### src/rtl/oram_ctrl_pkg.sv
// Shared types and constants for the Path ORAM access controller.
// Holds the FSM state encoding, DDR command codes and path-size helpers.
package oram_ctrl_pkg;

   typedef enum logic [2:0] {
      IDLE,
      RD_CMD,
      RD_WAIT,
      WB_WAIT,
      WR,
      DONE
   } state_t;

   localparam logic [2:0] DDR_CMD_READ  = 3'b001;
   localparam logic [2:0] DDR_CMD_WRITE = 3'b000;

   // Number of bursts covering one root-to-leaf path.
   function automatic int pathTotal(input int oramL, input int bktBeats);
      return (oramL + 1) * bktBeats;
   endfunction

   function automatic int cntWidth(input int total);
      return $clog2(total + 1);
   endfunction

endpackage

### src/rtl/path_access_ctrl_if.sv
// Frontend/stash handshake plus DRAM command/data port of the path access controller.
// The master modport is the controller's view; slave is the environment's view.
interface path_access_ctrl_if #(
   parameter int ORAML     = 10,
   parameter int DDRAWidth = 27,
   parameter int DDRCWidth = 3,
   parameter int DDRDWidth = 512
);
   logic [ORAML-1:0]     ReqLeaf;
   logic                 ReqValid;
   logic                 ReqReady;
   logic                 WritebackReady;
   logic [DDRDWidth-1:0] EvictData;
   logic                 EvictValid;
   logic                 EvictReady;
   logic                 PathReadDone;
   logic                 AccessDone;
   logic                 ProtocolError;
   logic [DDRAWidth-1:0] DRAMCommandAddress;
   logic [DDRCWidth-1:0] DRAMCommand;
   logic                 DRAMCommandValid;
   logic                 DRAMCommandReady;
   logic                 DRAMReadDataValid;
   logic [DDRDWidth-1:0] DRAMWriteData;
   logic                 DRAMWriteDataValid;
   logic                 DRAMWriteDataReady;

   modport master (
      input  ReqLeaf, ReqValid, WritebackReady, EvictData, EvictValid,
             DRAMCommandReady, DRAMReadDataValid, DRAMWriteDataReady,
      output ReqReady, EvictReady, PathReadDone, AccessDone, ProtocolError,
             DRAMCommandAddress, DRAMCommand, DRAMCommandValid,
             DRAMWriteData, DRAMWriteDataValid
   );

   modport slave (
      output ReqLeaf, ReqValid, WritebackReady, EvictData, EvictValid,
             DRAMCommandReady, DRAMReadDataValid, DRAMWriteDataReady,
      input  ReqReady, EvictReady, PathReadDone, AccessDone, ProtocolError,
             DRAMCommandAddress, DRAMCommand, DRAMCommandValid,
             DRAMWriteData, DRAMWriteDataValid
   );

endinterface

### src/rtl/path_addr_calc.sv
// Maps (leaf, level, beat) to a DRAM burst address using a flat heap layout of buckets.
// Kept separate so a subtree-packed layout can later replace it without touching the FSM.
module path_addr_calc #(
   parameter int ORAML      = 10,
   parameter int BKT_BEATS  = 4,
   parameter int DDRAWidth  = 27,
   parameter int ADDR_SHIFT = 3
) (
   input  logic [ORAML-1:0]     i_leaf,
   input  logic [31:0]          i_level,
   input  logic [31:0]          i_beat,
   output logic [DDRAWidth-1:0] o_addr
);

   logic [63:0] w_node;
   logic [63:0] w_burst;

   // Heap node index of the bucket on the leaf's path at this level; out-of-range levels map to 0.
   always_comb begin
      w_node = '0;
      if (i_level <= 32'(ORAML))
         w_node = ((64'd1 << i_level) - 64'd1) + (64'(i_leaf) >> (32'(ORAML) - i_level));
      w_burst = (w_node * 64'(BKT_BEATS)) + 64'(i_beat);
   end

   assign o_addr = DDRAWidth'(w_burst << ADDR_SHIFT);

endmodule

### src/rtl/path_access_ctrl.sv
// Sequences one Path ORAM access: read bursts for a whole path, wait for the stash,
// then write the same path back while forwarding stash eviction beats to DRAM.
module path_access_ctrl
   import oram_ctrl_pkg::*;
#(
   parameter int ORAML      = 10,
   parameter int BKT_BEATS  = 4,
   parameter int DDRAWidth  = 27,
   parameter int DDRCWidth  = 3,
   parameter int DDRDWidth  = 512,
   parameter int ADDR_SHIFT = 3
) (
   input logic              clk,
   input logic              rst_n,
   path_access_ctrl_if.master bus
);

   localparam int TOTAL = pathTotal(ORAML, BKT_BEATS);
   localparam int CW    = cntWidth(TOTAL);
   localparam logic [CW-1:0] TOT = CW'(TOTAL);

   state_t           r_state;
   logic [ORAML-1:0] r_leaf;
   logic [CW-1:0]    r_cmdcnt;
   logic [CW-1:0]    r_rdcnt;
   logic [CW-1:0]    r_wdat;
   logic             r_protErr;

   logic                 w_inRead;
   logic                 w_cmdValid;
   logic                 w_cmdAccept;
   logic                 w_wdatOpen;
   logic                 w_datAccept;
   logic                 w_rdBeat;
   logic [CW-1:0]        w_cmdcntNext;
   logic [CW-1:0]        w_rdcntNext;
   logic [CW-1:0]        w_wdatNext;
   logic                 w_lastRdCmd;
   logic                 w_readDone;
   logic [31:0]          w_level;
   logic [31:0]          w_beat;
   logic [DDRAWidth-1:0] w_calcAddr;

   // One command counter serves both phases; it is cleared on entry to the write phase.
   assign w_inRead     = (r_state == RD_CMD) || (r_state == RD_WAIT);
   assign w_cmdValid   = (r_state == RD_CMD) || ((r_state == WR) && (r_cmdcnt < TOT));
   assign w_cmdAccept  = w_cmdValid && bus.DRAMCommandReady;
   assign w_wdatOpen   = (r_state == WR) && (r_wdat < TOT);
   assign w_datAccept  = w_wdatOpen && bus.EvictValid && bus.DRAMWriteDataReady;
   assign w_rdBeat     = w_inRead && bus.DRAMReadDataValid && (r_rdcnt < TOT);
   assign w_cmdcntNext = r_cmdcnt + CW'(w_cmdAccept);
   assign w_rdcntNext  = r_rdcnt + CW'(w_rdBeat);
   assign w_wdatNext   = r_wdat + CW'(w_datAccept);
   assign w_lastRdCmd  = (r_state == RD_CMD) && (w_cmdcntNext == TOT);
   assign w_readDone   = ((r_state == RD_WAIT) || w_lastRdCmd) && (w_rdcntNext == TOT);

   assign w_level = 32'(r_cmdcnt) / 32'(BKT_BEATS);
   assign w_beat  = 32'(r_cmdcnt) % 32'(BKT_BEATS);

   path_addr_calc #(
      .ORAML      (ORAML),
      .BKT_BEATS  (BKT_BEATS),
      .DDRAWidth  (DDRAWidth),
      .ADDR_SHIFT (ADDR_SHIFT)
   ) u_addr (
      .i_leaf  (r_leaf),
      .i_level (w_level),
      .i_beat  (w_beat),
      .o_addr  (w_calcAddr)
   );

   // Access sequencer; read beats outside the read phases only raise the sticky error.
   always_ff @(posedge clk or negedge rst_n) begin
      if (!rst_n) begin
         r_state   <= IDLE;
         r_leaf    <= '0;
         r_cmdcnt  <= '0;
         r_rdcnt   <= '0;
         r_wdat    <= '0;
         r_protErr <= 1'b0;
      end else begin
         if (bus.DRAMReadDataValid && !w_inRead)
            r_protErr <= 1'b1;
         unique case (r_state)
            IDLE: begin
               if (bus.ReqValid) begin
                  r_leaf   <= bus.ReqLeaf;
                  r_cmdcnt <= '0;
                  r_rdcnt  <= '0;
                  r_wdat   <= '0;
                  r_state  <= RD_CMD;
               end
            end
            RD_CMD: begin
               r_cmdcnt <= w_cmdcntNext;
               r_rdcnt  <= w_rdcntNext;
               if (w_lastRdCmd)
                  r_state <= w_readDone ? WB_WAIT : RD_WAIT;
            end
            RD_WAIT: begin
               r_rdcnt <= w_rdcntNext;
               if (w_readDone)
                  r_state <= WB_WAIT;
            end
            WB_WAIT: begin
               if (bus.WritebackReady) begin
                  r_cmdcnt <= '0;
                  r_wdat   <= '0;
                  r_state  <= WR;
               end
            end
            WR: begin
               r_cmdcnt <= w_cmdcntNext;
               r_wdat   <= w_wdatNext;
               if ((w_cmdcntNext == TOT) && (w_wdatNext == TOT))
                  r_state <= DONE;
            end
            DONE:    r_state <= IDLE;
            default: r_state <= IDLE;
         endcase
      end
   end

   assign bus.ReqReady           = (r_state == IDLE);
   assign bus.DRAMCommandValid   = w_cmdValid;
   assign bus.DRAMCommand        = (r_state == WR) ? DDRCWidth'(DDR_CMD_WRITE) : DDRCWidth'(DDR_CMD_READ);
   assign bus.DRAMCommandAddress = w_cmdValid ? w_calcAddr : '0;
   assign bus.DRAMWriteData      = bus.EvictData;
   assign bus.DRAMWriteDataValid = w_wdatOpen && bus.EvictValid;
   assign bus.EvictReady         = w_wdatOpen && bus.DRAMWriteDataReady;
   assign bus.PathReadDone       = w_readDone;
   assign bus.AccessDone         = (r_state == DONE);
   assign bus.ProtocolError      = r_protErr;

endmodule

### src/flat_wrapper.sv
// flat-port wrapper written by rule: the top's interface ports become plain ports
module path_access_ctrl_flat import oram_ctrl_pkg::*;
#(
   parameter int ORAML      = 10,
   parameter int BKT_BEATS  = 4,
   parameter int DDRAWidth  = 27,
   parameter int DDRCWidth  = 3,
   parameter int DDRDWidth  = 512,
   parameter int ADDR_SHIFT = 3
)
  (clk, rst_n, bus_ReqLeaf, bus_ReqValid, bus_WritebackReady, bus_EvictData, bus_EvictValid, bus_DRAMCommandReady, bus_DRAMReadDataValid, bus_DRAMWriteDataReady, bus_ReqReady, bus_EvictReady, bus_PathReadDone, bus_AccessDone, bus_ProtocolError, bus_DRAMCommandAddress, bus_DRAMCommand, bus_DRAMCommandValid, bus_DRAMWriteData, bus_DRAMWriteDataValid);
  path_access_ctrl_if #(.ORAML(ORAML), .DDRAWidth(DDRAWidth), .DDRCWidth(DDRCWidth), .DDRDWidth(DDRDWidth)) bus_i ();
  input logic clk;
  input logic rst_n;
  input wire logic [$bits(bus_i.ReqLeaf)-1:0] bus_ReqLeaf;
  input wire logic [$bits(bus_i.ReqValid)-1:0] bus_ReqValid;
  input wire logic [$bits(bus_i.WritebackReady)-1:0] bus_WritebackReady;
  input wire logic [$bits(bus_i.EvictData)-1:0] bus_EvictData;
  input wire logic [$bits(bus_i.EvictValid)-1:0] bus_EvictValid;
  input wire logic [$bits(bus_i.DRAMCommandReady)-1:0] bus_DRAMCommandReady;
  input wire logic [$bits(bus_i.DRAMReadDataValid)-1:0] bus_DRAMReadDataValid;
  input wire logic [$bits(bus_i.DRAMWriteDataReady)-1:0] bus_DRAMWriteDataReady;
  output wire logic [$bits(bus_i.ReqReady)-1:0] bus_ReqReady;
  output wire logic [$bits(bus_i.EvictReady)-1:0] bus_EvictReady;
  output wire logic [$bits(bus_i.PathReadDone)-1:0] bus_PathReadDone;
  output wire logic [$bits(bus_i.AccessDone)-1:0] bus_AccessDone;
  output wire logic [$bits(bus_i.ProtocolError)-1:0] bus_ProtocolError;
  output wire logic [$bits(bus_i.DRAMCommandAddress)-1:0] bus_DRAMCommandAddress;
  output wire logic [$bits(bus_i.DRAMCommand)-1:0] bus_DRAMCommand;
  output wire logic [$bits(bus_i.DRAMCommandValid)-1:0] bus_DRAMCommandValid;
  output wire logic [$bits(bus_i.DRAMWriteData)-1:0] bus_DRAMWriteData;
  output wire logic [$bits(bus_i.DRAMWriteDataValid)-1:0] bus_DRAMWriteDataValid;
  assign bus_i.ReqLeaf = bus_ReqLeaf;
  assign bus_i.ReqValid = bus_ReqValid;
  assign bus_i.WritebackReady = bus_WritebackReady;
  assign bus_i.EvictData = bus_EvictData;
  assign bus_i.EvictValid = bus_EvictValid;
  assign bus_i.DRAMCommandReady = bus_DRAMCommandReady;
  assign bus_i.DRAMReadDataValid = bus_DRAMReadDataValid;
  assign bus_i.DRAMWriteDataReady = bus_DRAMWriteDataReady;
  assign bus_ReqReady = bus_i.ReqReady;
  assign bus_EvictReady = bus_i.EvictReady;
  assign bus_PathReadDone = bus_i.PathReadDone;
  assign bus_AccessDone = bus_i.AccessDone;
  assign bus_ProtocolError = bus_i.ProtocolError;
  assign bus_DRAMCommandAddress = bus_i.DRAMCommandAddress;
  assign bus_DRAMCommand = bus_i.DRAMCommand;
  assign bus_DRAMCommandValid = bus_i.DRAMCommandValid;
  assign bus_DRAMWriteData = bus_i.DRAMWriteData;
  assign bus_DRAMWriteDataValid = bus_i.DRAMWriteDataValid;
  path_access_ctrl #(.ORAML(ORAML), .BKT_BEATS(BKT_BEATS), .DDRAWidth(DDRAWidth), .DDRCWidth(DDRCWidth), .DDRDWidth(DDRDWidth), .ADDR_SHIFT(ADDR_SHIFT)) u_core (.clk(clk), .rst_n(rst_n), .bus(bus_i));
endmodule
### config.mk
export PLATFORM = sky130hd
export DESIGN_NAME = path_access_ctrl_flat
export DESIGN_NICKNAME = d
export VERILOG_FILES = /design/src/rtl/oram_ctrl_pkg.sv /design/src/rtl/path_access_ctrl_if.sv /design/src/rtl/path_addr_calc.sv /design/src/rtl/path_access_ctrl.sv /design/src/flat_wrapper.sv
export SDC_FILE = /design/constraint.sdc
export NUM_CORES = 1
export LEC_CHECK = 0
export BUFFER_PORTS_ARGS = -buffer_cell sky130_fd_sc_hd__buf_4
export CAP_MARGIN = 40
export CELL_PAD_IN_SITES_DETAIL_PLACEMENT = 1
export CELL_PAD_IN_SITES_GLOBAL_PLACEMENT = 1
export CORE_AREA = 8 8 420 422
export DETAILED_ROUTE_END_ITERATION = 10
export DIE_AREA = 0 0 428 430
export GPL_TIMING_DRIVEN = 0
export PLACE_DENSITY_LB_ADDON = 0.1
export RECOVER_POWER = 25
export SYNTH_ARGS = -nofsm -noshare
export SYNTH_HDL_FRONTEND = slang
export SYNTH_SLANG_ARGS = --single-unit
### constraint.sdc
create_clock -name clk -period 6.3 [get_ports clk]
set_input_delay 0.945 -clock clk [delete_from_list [all_inputs] [get_ports clk]]
set_output_delay 0.945 -clock clk [all_outputs]
set_load 0.02 [all_outputs]
==> results of run 1 <==
==> where the power goes <==
part / internal, mW / leakage (nW) / total [mW] / switching [mW]
sequential: 0.243 / 0.408 / 0.292 / 0.0482
clock: 0.148 / 0.0660 / 0.277 / 0.129
combinational: 1.33 / 6.05 / 3.30 / 1.96
total: 1.72 / 6.53 / 3.86 / 2.14
==> registers in the layout, indices dropped and copies added, names as in the netlist <==
register and cells:
u_core.r_wdat 6, u_core.r_state 3, u_core.r_rdcnt 6, u_core.r_cmdcnt 6, u_core.bus.ProtocolError 1, u_core.r_leaf 10
==> per-stage QoR <==
step	power, mW	TNS, ns
floorplan	2.28	0
global placement	3.73	-1.16
detailed placement	3.70	-0.678
CTS	4.06	0
global route	4.25	0
finish	3.86	0
==> path summary, 6_finish.rpt <==
kind	cells past startpoint	end	slack (ns)	from
setup / recovery	19	bus_DRAMCommandAddress[22]	0.35	u_core.r_cmdcnt[3]$_DFFE_PN0P_
hold / removal	1	u_core.bus.ProtocolError$_DFFE_PN0P_	0.47	u_core.bus.ProtocolError$_DFFE_PN0P_
setup reg to reg	13	u_core.r_state[1]$_DFFE_PN0P_	2.24	u_core.r_state[0]$_DFFE_PN0P_
hold reg to reg	1	u_core.bus.ProtocolError$_DFFE_PN0P_	0.47	u_core.bus.ProtocolError$_DFFE_PN0P_
max in group asynchronous	1	u_core.r_cmdcnt[2]$_DFFE_PN0P_	3.32	rst_n
min in group asynchronous	1	u_core.r_wdat[5]$_DFFE_PN0P_	1.41	rst_n
==> logic make-up (layout without fill, tap and decap cells) <==
group                    count (synthesis)  after routing  synth area share
AND/OR/NAND/NOR                        150            150             0.101
XOR/XNOR                                19             19            0.0227
adder cells (fa/ha/maj)                 39             39            0.0677
buffers and inverters                  572           1144             0.560
other                                    1              7          0.000512
flip-flops                              32             32             0.109
multiplexers                            20             20            0.0313
AO/OA/AOI/OAI                          119            119             0.107
==> timing repair <==
action	in CTS	in global routing
resized for setup	10	5
pin swaps	1	0
buffers inserted	0	2
setup endpoints to repair	14	10
hold endpoints to repair	0	0
==> cells in the final DEF (no fill, tap or decap), types with 6 or more instances in the layout <==
cell type and count:
a21oi_1 18, o21ai_0 38, and2_1 9, nor2_1 36
xnor2_1 8, nor3_1 7, ha_1 37, buf_4 964
mux2_2 13, clkbuf_1 126, dfrtp_1 31, inv_1 35
mux2i_1 6, xor2_1 10, nand2_1 35, buf_2 7
nand3_1 25, nand2b_1 10, and3_1 6, a21o_1 11
==> per-layer routing <==
| metal | share of wire | wire (um) | GRT usage | up-vias |
|---|---|---|---|---|
| li1 | - | - | - | 3716 |
| met1 | 0.33 | 18100 | 0.0515 | 3755 |
| met2 | 0.58 | 32000 | 0.112 | 452 |
| met4 | 0.010 | 549 | 0.00782 | 2 |
| met3 | 0.074 | 4050 | 0.0195 | 26 |
| met5 | 0.00026 | 14 | 0 | - |
==> final cells by class <==
cell class / instances / area (um^2) / area share
buffer: 536 / 3970 / 0.281
timing repair buffer: 564 / 3790 / 0.268
tap: 2233 / 2790 / 0.198
multi-input combinational: 352 / 2480 / 0.175
sequential: 32 / 802 / 0.0567
inverter: 36 / 139 / 0.00983
clock buffer: 5 / 125 / 0.00885
clock inverter: 3 / 23.8 / 0.00168
antenna: 2 / 5.00 / 0.000354
==> impl_metrics.env, run 1 <==
export IMPL_hold_violations=0
export IMPL_area_growth_pct=93.0
export IMPL_routed_wl_mm=54.7
export IMPL_routedWlPerCell_um=14.5
export IMPL_crit_path_max_fanout=10
export IMPL_failed_checks="capacitance limit, slew limit"
export IMPL_crit_required_ns=5.35
export IMPL_period_minus_slack_ns=5.95
export IMPL_synthCells=952
export IMPL_synth_seq_area_share=0.109
export IMPL_antenna_found_initial=3
export IMPL_stdcell_count=3763
export IMPL_fmax_mhz=168
export IMPL_crit_family="compound AO/OA/AOI/OAI gates"
export IMPL_dr_pass1_iters=4
export IMPL_syn_area_um2=7320
export IMPL_fp_dieW_um=428
export IMPL_critPathBufInv=5
export IMPL_viasPerCell=2.11
export IMPL_die_h_um=430
export IMPL_grt_total_usage=0.0541
export IMPL_max_slew_margin=-0.642
export IMPL_dp_cells=3751
export IMPL_synth_common_cells="buf_4 (517), o21ai_0 (39), ha_1 (38), inv_1 (36), nor2_1 (36)"
export IMPL_cts_tree="yes"
export IMPL_yosys_area_top_type="buf_4"
export IMPL_cp_slowest_cell="dfrtp_1"
export IMPL_postPlaceCellArea_um2=14400
export IMPL_drt_initial_drc_count=142
export IMPL_root_buffer="clkbuf_16"
export IMPL_place_ws_ns=-0.198
export IMPL_htreeDepth=2
export IMPL_layout_drive_gt1_share=0.664
export IMPL_core_area_um2=170000
export IMPL_outcome="finished with violations"
export IMPL_start_util=0.0430
export IMPL_routabilityCongestion=0.821
export IMPL_grt_first_pass_wirelength_mm=72.6
export IMPL_setup_viol=0
export IMPL_power_density_nw_per_um2=273
export IMPL_fin_skew_ns=0.00986
export IMPL_ant_nets=0
export IMPL_synth_edf_count=0
export IMPL_synth_area_leaders="buf_4 (53%), dfrtp_1 (11%), ha_1 (6.5%), o21ai_0 (2.7%), mux2_2 (2.0%)"
export IMPL_route_detailed_drc=0
export IMPL_arrival_ns=5.01
export IMPL_slew_violations=33
export IMPL_clock_latency_ns=0.31
export IMPL_rsz0062_at_grt="no"
export IMPL_path_class="reg -> out"
export IMPL_startpoint_type="flop"
export IMPL_grt_pass1_vias=8949
export IMPL_synthArstFlopShare=1.00
export IMPL_ys_flop_type="dfrtp_1"
export IMPL_min_period_over_period=0.945
export IMPL_num_fill_cells=20500
export IMPL_numCtsBuffers=5
export IMPL_grt_overflow=0
export IMPL_irDropWorstVdd_uv=206
export IMPL_grt_max_degree=33
export IMPL_design_area_um2=14100
export IMPL_hp_class="reg -> reg"
export IMPL_clk_path_buf_depth=2
export IMPL_vias=7951
export IMPL_clk_pin_slew_worst_paths_ns=0.08
export IMPL_final_util=0.0830
export IMPL_holdWs_ns=0.474
export IMPL_portBuffers=561
export IMPL_ios=1079
export IMPL_slowest_delay_ns=0.44
export IMPL_p_leak_nw=6.53
export IMPL_dieArea_um2=184000
export IMPL_crit_chain="clkbuf_2 > inv_1 > ha_4 > buf_4 > mux2i_1 > o21ai_0 > nand3_1 > o21ai_0 > a21oi_2 > ha_1 > inv_1 > ha_1 > fa_1 > a21o_1 > a211oi_4 > o21ai_2 > a211o_1 > a211oi_1 > buf_4"
export IMPL_maxCapViolations=1
export IMPL_worstMarginPinSlew_ns=2.46
export IMPL_layout_setup_ws_ns=0.349
export IMPL_synth_seq_cells=32
export IMPL_num_rows=152
export IMPL_endpoint_kind="output pin"
export IMPL_ys_warn_count=0
export IMPL_nNetsFinal=2096
export IMPL_hpwl_mm=51.1
export IMPL_ys_types=60
export IMPL_synth_top_cell_area_share=0.530
export IMPL_cts_hold_buffers=0
export IMPL_yosysMostFrequentCell="buf_4"
export IMPL_syn_area_per_cell_um2=7.69
export IMPL_cts_sinks=32
Note: power is estimated with default switching activity, not from simulation.
==> run 2, diff against run 1 <==
Settings changed: ABC_AREA set to 1, CORE_AREA 8 8 420 422 to 8 8 408 410, DIE_AREA 0 0 428 430 to 0 0 416 418.
==> impl_metrics.env, run 2 <==
export IMPL_outcome="finished with violations"
export IMPL_failed_checks="capacitance limit, slew limit"
export IMPL_routedWlPerCell_um=14.6
export IMPL_num_rows=147
export IMPL_register_area_um2=801
export IMPL_grt_total_usage=0.0558
export IMPL_cts_tree="yes"
export IMPL_largest_reg_flops=10
export IMPL_final_cell_mix="buf_4 (968), nand2_1 (145), clkbuf_1 (114)"
export IMPL_dr_pass1_iters=4
export IMPL_p_leak_nw=6.89
export IMPL_power_density_nw_per_um2=88.6
export IMPL_dieArea_um2=174000
export IMPL_die_h_um=418
export IMPL_crit_chain="inv_1 > clkbuf_1 > ha_1 > clkbuf_1 > nand2_1 > o21ai_2 > o21ai_1 > nand2_1 > ha_1 > inv_1 > ha_1 > fa_1 > nand3_1 > nand2_1 > nand2_1 > nand2_1 > nand3_1 > nand2_1 > a21oi_1 > buf_4"
export IMPL_fmax_mhz=177
export IMPL_clk_path_buf_depth=2
export IMPL_multiInputGateArea_um2=2290
export IMPL_crit_family="adder cells"
export IMPL_ys_flop_type="dfrtp_1"
export IMPL_postPlaceCellArea_um2=14200
export IMPL_synth_seq_cells=32
export IMPL_r2r_slack_ns=2.87
export IMPL_postCtsSetupRepairBufs=0
export IMPL_synth_edf_count=0
export IMPL_start_util=0.0460
export IMPL_cts_hold_buffers=0
export IMPL_period_minus_slack_ns=5.64
export IMPL_maxCapViolations=1
export IMPL_synthArstFlopShare=1.00
export IMPL_worstMarginPinSlew_ns=2.36
export IMPL_area_growth_pct=89.4
export IMPL_crit_path_max_fanout=11
export IMPL_vias=8276
export IMPL_hpwl_mm=51.3
export IMPL_crit_required_ns=5.35
export IMPL_numCtsBuffers=5
export IMPL_synth_top_cell_area_share=0.530
export IMPL_rsz0062_at_grt="no"
export IMPL_portBuffers=561
export IMPL_syn_area_per_cell_um2=6.99
export IMPL_fp_dieW_um=416
export IMPL_min_period_over_period=0.895
export IMPL_largest_register="u_core.r_leaf"
export IMPL_viasPerCell=2.23
export IMPL_path_class="reg -> out"
export IMPL_holdWs_ns=0.480
export IMPL_syn_area_um2=7340
export IMPL_arrival_ns=4.69
export IMPL_core_area_um2=160000
export IMPL_grt_pass1_vias=9500
export IMPL_ys_types=39
export IMPL_place_ws_ns=0.800
export IMPL_grt_overflow=0
export IMPL_slew_violations=33
export IMPL_wl_met2_mm=33.0
export IMPL_startpoint_type="flop"
export IMPL_cts_sinks=32
export IMPL_hold_violations=0
export IMPL_yosys_area_top_type="buf_4"
export IMPL_ios=1079
export IMPL_ys_warn_count=0
export IMPL_wl_met1_mm=16.1
export IMPL_yosysMostFrequentCell="buf_4"
export IMPL_setup_tns_final_ns=0
export IMPL_slowest_delay_ns=0.44
export IMPL_routabilityCongestion=0.769
export IMPL_layout_drive_gt1_share=0.625
export IMPL_grt_first_pass_wirelength_mm=71.9
export IMPL_root_buffer="clkbuf_16"
export IMPL_nNetsFinal=2191
export IMPL_fin_skew_ns=0.0108
export IMPL_design_area_um2=13900
export IMPL_irDropWorstVdd_uv=78.0
export IMPL_hp_class="reg -> reg"
export IMPL_cp_slowest_cell="dfrtp_1"
export IMPL_critical_path_most_common_cell="nand2_1"
export IMPL_endpoint_kind="output pin"
export IMPL_route_detailed_drc=0
export IMPL_synthCells=1050
export IMPL_num_fill_cells=19300
export IMPL_grt_max_degree=33
export IMPL_ant_nets=0
export IMPL_synth_seq_area_share=0.109
export IMPL_clk_pin_slew_worst_paths_ns=0.06
export IMPL_clock_latency_ns=0.29
export IMPL_setup_viol=0
export IMPL_layout_setup_ws_ns=0.661
export IMPL_htreeDepth=2
export IMPL_routed_wl_met3_mm=4.20
export IMPL_ctsResizeCount=0
export IMPL_antenna_found_initial=3
export IMPL_max_slew_margin=-0.570
export IMPL_routed_wl_mm=54.3
export IMPL_routed_top_layer="met4"
export IMPL_synth_common_cells="buf_4 (518), nand2_1 (144), inv_1 (72), nor2_1 (45), nand3_1 (43)"
export IMPL_drt_initial_drc_count=211
export IMPL_p_total_mw=1.23
export IMPL_synth_area_leaders="buf_4 (53%), dfrtp_1 (11%), nand2_1 (7.4%), ha_1 (6.5%), inv_1 (3.7%)"
export IMPL_critPathBufInv=5
export IMPL_final_common_cell="buf_4"
run 2: cells by family (layout without fill, tap and decap cells):
| group | after synthesis | count (layout) | synth area share |
|---|---|---|---|
| fa+ha+maj | 39 | 39 | 0.0675 |
| compound gates | 102 | 102 | 0.0820 |
| flops | 32 | 32 | 0.109 |
| xor+xnor | 4 | 4 | 0.00477 |
| other cells | 1 | 6 | 0.000511 |
| buf+inv | 610 | 1179 | 0.580 |
| simple gates | 262 | 262 | 0.156 |
run 2: metrics by stage:
| stage | utilization | instances |
|---|---|---|
| after CTS | 0.0897 | 3709 |
| final | 0.0871 | 3710 |
| after global routing | 0.0871 | 3709 |
| after detailed placement | 0.0888 | 3701 |
| after global placement | 0.0888 | 3701 |
| after floorplan | - | 1054 |
run 2: worst reg2reg max path, stage by stage (launching register included):
cell and delay (ns):
dfrtp_1 0.33, clkbuf_1 0.33, inv_2 0.05, nor3_1 0.21, inv_1 0.17, nand2_1 0.35
inv_1 0.14, nor3_1 0.21, ha_1 0.32, ha_1 0.25, nand2_1 0.07, inv_1 0.07
nand3_1 0.06, nand2_1 0.10, nand3_1 0.10, nor2_1 0.18, nor2_1 0.11, o21ai_0 0.17
nand2_1 0.08
run 2: worst paths after layout:
| kind | cells after the start | endpoint | start |
|---|---|---|---|
| setup / recovery | 20 | bus_DRAMCommandAddress[22] | u_core.r_cmdcnt[2]$_DFFE_PN0P_ |
| hold / removal | 2 | u_core.r_leaf[8]$_DFFE_PN0P_ | u_core.r_leaf[8]$_DFFE_PN0P_ |
| setup reg to reg | 18 | u_core.r_state[0]$_DFFE_PN0P_ | u_core.r_state[0]$_DFFE_PN0P_ |
| hold reg to reg | 2 | u_core.r_leaf[8]$_DFFE_PN0P_ | u_core.r_leaf[8]$_DFFE_PN0P_ |
| max in group asynchronous | 1 | u_core.r_state[2]$_DFFE_PN0P_ | rst_n |
| min in group asynchronous | 1 | u_core.r_rdcnt[1]$_DFFE_PN0P_ | rst_n |
run 2: routing by layer:
metal	GRT usage	up-vias
met5	0	-
met4	0.0109	0
met3	0.0184	34
met2	0.122	506
met1	0.0473	3823
li1	-	3913
run 2: area by class of cell:
cell class                 count  share of cell area
tap                         2086               0.188
inverter                      85              0.0235
clock inverter                 3             0.00171
antenna                        1            0.000180
buffer                       525               0.282
clock buffer                   5             0.00900
sequential                    32              0.0576
multi-input combinational    412               0.165
timing repair buffer         561               0.273
run 2: where the power goes:
group	switching (mW)	total (mW)	internal (mW)
clock	0.114	0.262	0.147
sequential	0.000171	0.206	0.206
combinational	0.380	0.764	0.385
==> run 3, diff against run 2 <==
Settings changed: MAX_ROUTING_LAYER set to met4.
==> impl_metrics.env, run 3 (synthesis gave the netlist of run 2 again) <==
export IMPL_outcome="finished with violations"
export IMPL_postPlaceCellArea_um2=14200
export IMPL_drt_initial_drc_count=212
export IMPL_p_seq_frac=0.167
export IMPL_p_sw_mw=0.494
export IMPL_min_period_over_period=0.900
export IMPL_grt_overflow=0
export IMPL_ctsResizeCount=0
export IMPL_htreeDepth=2
export IMPL_globalRouteMet3Util=0.0148
export IMPL_route_detailed_drc=0
export IMPL_fin_skew_ns=0.00982
export IMPL_design_area_um2=13900
export IMPL_hpwl_mm=51.3
export IMPL_hp_class="reg -> reg"
export IMPL_start_util=0.0460
export IMPL_grt_busiest_layer="met2"
export IMPL_clk_path_buf_depth=2
export IMPL_path_class="reg -> out"
export IMPL_fmax_mhz=176
export IMPL_p_sw_frac=0.401
export IMPL_layout_drive_gt1_share=0.625
export IMPL_core_area_um2=160000
export IMPL_combPwrFrac=0.621
export IMPL_cts_tree="yes"
export IMPL_num_rows=147
export IMPL_clock_latency_ns=0.29
export IMPL_nNetsFinal=2191
export IMPL_arrival_ns=4.72
export IMPL_viasPerCell=2.23
export IMPL_worstMarginPinSlew_ns=2.37
export IMPL_setup_viol=0
export IMPL_crit_path_max_fanout=11
export IMPL_crit_required_ns=5.35
export IMPL_startpoint_type="flop"
export IMPL_r2r_slack_ns=2.87
export IMPL_failed_checks="capacitance limit, slew limit"
export IMPL_postCtsSetupRepairBufs=0
export IMPL_final_common_cell="buf_4"
export IMPL_routed_wl_mm=54.3
export IMPL_p_total_mw=1.23
export IMPL_irDropWorstVdd_uv=78.1
export IMPL_routabilityCongestion=0.779
export IMPL_area_growth_pct=89.4
export IMPL_layout_setup_ws_ns=0.632
export IMPL_hold_violations=0
export IMPL_portBuffers=561
export IMPL_root_buffer="clkbuf_16"
export IMPL_setup_tns_final_ns=0
export IMPL_rsz0062_at_grt="no"
export IMPL_endpoint_kind="output pin"
export IMPL_final_cell_mix="buf_4 (968), nand2_1 (145), clkbuf_1 (114)"
export IMPL_largest_register="u_core.r_leaf"
export IMPL_slew_violations=33
export IMPL_grt_pass1_vias=9563
export IMPL_numCtsBuffers=5
export IMPL_dr_pass1_iters=4
export IMPL_grt_util_met2=0.122
export IMPL_fp_dieW_um=416
export IMPL_p_leak_nw=6.89
export IMPL_ant_nets=0
export IMPL_clk_pin_slew_worst_paths_ns=0.06
export IMPL_period_minus_slack_ns=5.67
export IMPL_internal_power_mw=0.738
export IMPL_grt_first_pass_wirelength_mm=71.6
export IMPL_grt_use_met1=0.0495
export IMPL_cts_sinks=32
export IMPL_routedWlPerCell_um=14.6
export IMPL_die_h_um=418
export IMPL_num_fill_cells=19300
export IMPL_max_slew_margin=-0.582
export IMPL_cts_hold_buffers=0
export IMPL_grt_total_usage=0.0575
export IMPL_power_density_nw_per_um2=88.6
export IMPL_clockPowerShare=0.212
export IMPL_vias=8282
export IMPL_maxCapViolations=1
export IMPL_ios=1079
export IMPL_place_ws_ns=0.800
export IMPL_antenna_found_initial=3
export IMPL_dieArea_um2=174000
export IMPL_largest_reg_flops=10
export IMPL_grt_max_degree=33
-- run 3: cell counts in the layout (fill, tap and decap cells not counted) --
No cell type changed its count.
-- run 3: final timing paths --
check                                                from                            end  cells past startpoint
setup / recovery           u_core.r_cmdcnt[2]$_DFFE_PN0P_     bus_DRAMCommandAddress[22]                     20
setup reg to reg            u_core.r_state[0]$_DFFE_PN0P_  u_core.r_state[0]$_DFFE_PN0P_                     18
hold reg to reg              u_core.r_leaf[8]$_DFFE_PN0P_   u_core.r_leaf[8]$_DFFE_PN0P_                      2
min in group asynchronous                           rst_n  u_core.r_rdcnt[1]$_DFFE_PN0P_                      1
hold / removal               u_core.r_leaf[8]$_DFFE_PN0P_   u_core.r_leaf[8]$_DFFE_PN0P_                      2
max in group asynchronous                           rst_n  u_core.r_state[2]$_DFFE_PN0P_                      1
-- run 3: metrics by stage --
| stage | hold WS (ns) | cells | util |
|---|---|---|---|
| after CTS | 0.486 | 3709 | 0.0897 |
| after detailed placement | 0.467 | 3701 | 0.0888 |
| after floorplan | 0.449 | 1054 | - |
| after global placement | 0.479 | 3701 | 0.0888 |
| after global routing | 0.504 | 3710 | 0.0871 |
| final | 0.487 | 3710 | 0.0871 |
-- run 3: area by class of cell --
type	instances	area (um^2)	share of cell area
diodes	1	2.50	0.000180
plain buffers	525	3920	0.282
clock buffers	5	125	0.00900
clock inverters	3	23.8	0.00171
inverters	85	327	0.0235
multi-input cells	412	2290	0.165
flip-flops and latches	32	801	0.0576
well taps	2086	2610	0.188
repair buffers	561	3800	0.273
-- run 3: power groups by stage --
| stage | sequential (mW) | combinational (mW) | clock [mW] |
|---|---|---|---|
| after floorplan | 0.210 | 0.481 | 0 |
| after global placement | 0.210 | 0.817 | 0 |
| after detailed placement | 0.210 | 0.815 | 0 |
| after CTS | 0.206 | 0.816 | 0.283 |
| after global routing | 0.206 | 0.805 | 0.284 |
| final | 0.206 | 0.765 | 0.261 |
-- run 3: per-layer routing --
layer / up-vias / wire (um) / part of all wire
met2: 506 / 33000 / 0.61
met5: - / 0 / 0
li1: 3914 / - / -
met3: 36 / 3640 / 0.067
met1: 3826 / 16600 / 0.31
met4: 0 / 1080 / 0.020
-- run 3: worst max-delay path, cell delays in order (launching register included) --
cell and delay (ns):
dfrtp_1 0.44, inv_1 0.17, clkbuf_1 0.45, ha_1 0.39
clkbuf_1 0.25, nand2_1 0.15, o21ai_2 0.08, o21ai_1 0.13
nand2_1 0.07, ha_1 0.27, inv_1 0.04, ha_1 0.22
fa_1 0.41, nand3_1 0.09, nand2_1 0.13, nand2_1 0.09
nand2_1 0.16, nand3_1 0.13, nand2_1 0.15, a21oi_1 0.37
buf_4 0.23
